$ cat src/rtl/fiber_fib2glb_blk.sv
// Drains a block-mode fiber stream (header, payload words, DONE token) into sequential GLB word writes.
// Latency 1 from token handshake to glb_wen; a stalled GLB write (glb_ready=0) drops data_in_ready.
module fiber_fib2glb_blk #(
    parameter int              DATA_W     = 16,
    parameter int              ADDR_W     = 16,
    parameter logic [DATA_W:0] DONE_TOKEN = 17'h10100
) (
    input  logic              clk,
    input  logic              rst_n,
    input  logic              clk_en,
    input  logic              flush,
    input  logic              tile_en,
    input  logic [ADDR_W-1:0] start_addr,
    input  logic [DATA_W:0]   data_in,
    input  logic              data_in_valid,
    output logic              data_in_ready,
    output logic [ADDR_W-1:0] glb_addr,
    output logic [DATA_W-1:0] glb_data,
    output logic              glb_wen,
    input  logic              glb_ready,
    output logic              done,
    output logic              err,
    output logic [15:0]       blk_count,
    output logic [ADDR_W-1:0] word_count
);

    typedef enum logic [1:0] {IDLE, HDR, DATA, DONE} state_t;

    state_t              state, state_nxt;
    logic [ADDR_W-1:0]   ptr;
    logic [DATA_W-1:0]   remaining;
    logic                acc, is_ctl, is_done;
    logic                wr, ctl_err;
    logic                wen_nxt;

    assign data_in_ready = clk_en && (state == HDR || state == DATA) && (!glb_wen || glb_ready);
    assign acc     = data_in_valid && data_in_ready;
    assign is_ctl  = data_in[DATA_W];
    assign is_done = (data_in == DONE_TOKEN);
    // The output register stays occupied if it is reloaded or its write is still stalled.
    assign wen_nxt = wr || (glb_wen && !glb_ready);

    always_comb begin
        state_nxt = state;
        wr        = 1'b0;
        ctl_err   = 1'b0;
        case (state)
            IDLE: begin
                if (tile_en) state_nxt = HDR;
            end
            HDR: begin
                if (acc) begin
                    if (is_done) begin
                        state_nxt = DONE;
                    end else if (is_ctl) begin
                        ctl_err = 1'b1;
                    end else begin
                        wr = 1'b1;
                        if (data_in[DATA_W-1:0] != '0) state_nxt = DATA;
                    end
                end
            end
            DATA: begin
                if (acc) begin
                    if (is_ctl) begin
                        ctl_err = 1'b1;
                    end else begin
                        wr = 1'b1;
                        if (remaining == DATA_W'(1)) state_nxt = HDR;
                    end
                end
            end
            DONE: state_nxt = DONE;
            default: state_nxt = IDLE;
        endcase
    end

    always_ff @(posedge clk or negedge rst_n) begin
        if (!rst_n) begin
            state      <= IDLE;
            ptr        <= '0;
            remaining  <= '0;
            glb_wen    <= 1'b0;
            glb_addr   <= '0;
            glb_data   <= '0;
            done       <= 1'b0;
            err        <= 1'b0;
            blk_count  <= '0;
            word_count <= '0;
        end else if (flush) begin
            state      <= IDLE;
            ptr        <= '0;
            remaining  <= '0;
            glb_wen    <= 1'b0;
            glb_addr   <= '0;
            glb_data   <= '0;
            done       <= 1'b0;
            err        <= 1'b0;
            blk_count  <= '0;
            word_count <= '0;
        end else if (clk_en) begin
            state <= state_nxt;
            if (state == IDLE && tile_en) ptr <= start_addr;
            if (wr) begin
                glb_wen  <= 1'b1;
                glb_addr <= ptr;
                glb_data <= data_in[DATA_W-1:0];
                ptr      <= ptr + ADDR_W'(1);
                // Running past the top of the address space is a protocol error.
                if (&ptr) err <= 1'b1;
            end else if (glb_ready) begin
                glb_wen <= 1'b0;
            end
            if (ctl_err) err <= 1'b1;
            if (glb_wen && glb_ready) word_count <= word_count + ADDR_W'(1);
            if (wr && state == HDR) begin
                blk_count <= blk_count + 16'd1;
                remaining <= data_in[DATA_W-1:0];
            end else if (wr) begin
                remaining <= remaining - DATA_W'(1);
            end
            done <= (state_nxt == DONE) && !wen_nxt;
        end
    end

endmodule

$ cat config.mk
export PLATFORM = sky130hd
export DESIGN_NAME = fiber_fib2glb_blk
export DESIGN_NICKNAME = d
export VERILOG_FILES = /design/src/rtl/fiber_fib2glb_blk.sv
export SDC_FILE = /design/constraint.sdc
export NUM_CORES = 1
export LEC_CHECK = 0
export BUFFER_PORTS_ARGS = -buffer_cell sky130_fd_sc_hd__buf_2
export CORE_UTILIZATION = 30
export CTS_CLUSTER_SIZE = 12
export DETAILED_ROUTE_END_ITERATION = 8
export GPL_TIMING_DRIVEN = 0
export SYNTH_ARGS = -nofsm -noshare
export SYNTH_HDL_FRONTEND = slang
export SYNTH_SLANG_ARGS = --single-unit
$ cat constraint.sdc
create_clock -name clk -period 3 [get_ports clk]
set_clock_uncertainty 0.15 [all_clocks]
set_input_delay 0.3 -clock clk [delete_from_list [all_inputs] [get_ports clk]]
set_output_delay 0.3 -clock clk [all_outputs]
set_load 0.02 [all_outputs]
==> metrics.csv <==
metric;value;unit
status;finished, violations left;
violations;DRC;
die_h;139.0;um
synth.most_common_cell;nand2_1;
final_max_slew_viol_count;0;
rrSetupSlack;0.48;ns
synth_area_leaders;dfrtp_1, nand2_1, a21oi_1;
clk_path_buf_depth;2;
crit_fanout;10;
p_comb_share;14.6;%
worst_hold_path_type;in2reg;
core_area;18150;um2
die_w;139.0;um
placed_area;6477;um2
setup_viol;0;
synthTopCellsByCount;nand2_1, dfrtp_1, a21oi_1;
synth_top_area_cell;dfrtp_1;
leakage;2.988;nW
wl_per_cell;17.02;um
final_area;6792;um2
gp_congestion;0.8779;
syn_nets;685;
cp.arrival;2.64;ns
p_total;0.003071;W
peakVddDrop;0.2900;mV
portBuffers;106;
overflow;0;
cts_tree;done;
ys_seq_area_share;44.89;%
die_area;19320;um2
avgSynthCellArea;8.867;um2
drive_above_1_share;22.00;%
cp-start-kind;flop;
fmax;396.6;MHz
htree_levels;3;
io_pins;108;
max-slew-margin-rel;44.81;%
yosysWarnings;0;
yosysUniqueCellTypes;76;
hold_ws;0.04575;ns
drc;8;
nets;804;
wirelength;16830;um
worstSetupPathType;reg2reg;
vias_per_cell;5.210;
synth_top_area_share;44.89;%
cts_root_buf;clkbuf_16;
finalCritPeriodShare;84.05;%
synth_enable_flop_cells;0;
netSwitchingFraction;27.84;%
grt.total_usage;17.85;%
hold_viol_final;0;
maxCapViolCount;0;
ant_nets;0;
syn_to_final_growth;20.62;%
clkPwrFrac;39.0;%
rows;49;
grt_pass1_vias;4915;
switchingPower;0.0008549;W
ff2ff_path_depth;9;
ys.flop_type;dfrtp_1;
async_flop_share;100.0;%
fin_crit;2.522;ns
reg2reg_from;state[0]$_DFFE_PN0P_;
synthCells;635;
cp-endpoint;glb_addr[11]$_DFFE_PN0P_;
tightest_slew;0.8278;ns
p_int;0.002216;W
synth_area;5630;um2
clock-sinks;101;
ys_ff_latch;101;
p_per_area;452.2;nW/um2
first_pass_iters;7;
setup_tns;0;ns
rsz0062_at_grt;false;
grt_max_degree;62;
grt_antenna_before_repair;1;
via_count;5153;
initial_core_util;31.03;%
drtIter0Drc;423;
grt_pass1_wl;26990;um
seqPwrFrac;46.4;%
dpl.hpwl;12140;um
insertion_delay;0.36;ns
startpoint;state[0]$_DFFE_PN0P_;
required;3.11;ns
postCtsSetupRepairBufs;0;
clk_pin_slew_worst_paths;0.07;ns
reg2reg_to;glb_addr[11]$_DFFE_PN0P_;
numCtsBuffers;9;
endpoint_kind;flop;
==> cells in the final DEF, fill, tap and decap left out, drive strengths merged, types with 3 or more instances in the layout <==
master / n
and4bb: 3
nor3: 12
or3: 11
mux2i: 3
nor4: 14
ha: 10
a22oi: 10
nor2: 53
nand3: 26
nand4b: 3
o21ai: 29
or2: 3
and3: 7
inv: 12
a21oi: 67
o31ai: 4
nand4: 13
xnor2: 15
clkbuf: 33
xor2: 7
nor4b: 6
nand2: 112
dfrtp: 101
a31oi: 13
or4: 4
buf: 128
and4: 5
a31o: 3
nor3b: 4
a22o: 3
a211oi: 4
==> area by class of cell <==
type                            count  area, um2
Timing Repair Buffer              108      570.5
Sequential cell                   101       2527
Fill cell                        1898      11360
Buffer                             43      206.4
Inverter                           11      41.29
Antenna cell                        1      2.502
Clock buffer                       11      242.7
Tap cell                          229      286.5
Clock inverter                      5      58.81
Multi-Input combinational cell    480       2855
==> how the worst min path moves through the flow <==
stage	start	to	slack, ns	cells after the start
after global placement	done$_DFFE_PN0P_	done$_DFFE_PN0P_	0.31	2
after detailed placement	rst_n	glb_addr[10]$_DFFE_PN0P_	0.31	1
after CTS	data_in[4]	glb_data[4]$_DFFE_PN0P_	0.03	3
after floorplan	rst_n	blk_count[0]$_DFFE_PN0P_	-0.15	0
final	data_in[4]	glb_data[4]$_DFFE_PN0P_	0.05	3
after global routing	data_in[5]	glb_data[5]$_DFFE_PN0P_	0.04	3
==> registers in the layout, indices dropped and copies added (netlist names) <==
register and flops:
state 2, word_count 16, blk_count 16, glb_wen 1, done 1, remaining 16, glb_data 16, ptr 16
err 1, glb_addr 16
==> critical path, cell delays in order (launching register included) <==
cell and delay, ns:
dfrtp_1 0.46, inv_1 0.11, ha_1 0.32, buf_2 0.23, and3_1 0.18, clkbuf_1 0.15, buf_2 0.28, buf_2 0.33
nand2_1 0.09, a21oi_1 0.14
==> power by group through the flow <==
stage | registers [W] | logic, W | clock network [W]
final | 0.00143 | 0.000448 | 0.00120
after global placement | 0.00145 | 0.000439 | 0
after detailed placement | 0.00145 | 0.000443 | 0
after global routing | 0.00143 | 0.000491 | 0.00130
after floorplan | 0.00145 | 0.000268 | 0
after CTS | 0.00142 | 0.000448 | 0.00124
==> cell families after synthesis <==
group,count (synthesis),share of synthesized area (%)
AND/OR/NAND/NOR,287,27.22
AO/OA/AOI/OAI,156,16.91
flip-flops,101,44.89
buffers and inverters,54,4.400
XOR/XNOR,22,3.422
adder cells (fa/ha/maj),10,2.222
multiplexers,5,0.9333
==> layer usage <==
layer,part of all wire [%],GRT usage (%),up-vias
met5,0,0,-
met4,1.0,5.380,0
met3,5.9,4.109,15
met2,45,27.83,135
met1,48,24.55,2478
li1,-,-,2525
==> through the flow <==
step | cells | util [%] | setup WS (ns)
6_report | 989 | 37.42 | 0.4785
4_1_cts | 988 | 37.41 | 0.4593
5_1_grt | 989 | 37.42 | 0.2743
3_3_place_gp | 970 | 35.53 | 0.2164
2_1_floorplan | 635 | - | 0.9097
3_5_place_dp | 971 | 35.69 | 0.4839
==> what timing repair did <==
item / in CTS / in global routing
hold endpoints to repair: 60 / 0
endpoints found under the setup margin: 0 / 0
hold buffers: 1 / 0
gates resized for setup: 0 / 0
Note: power is estimated with default switching activity, not from simulation.
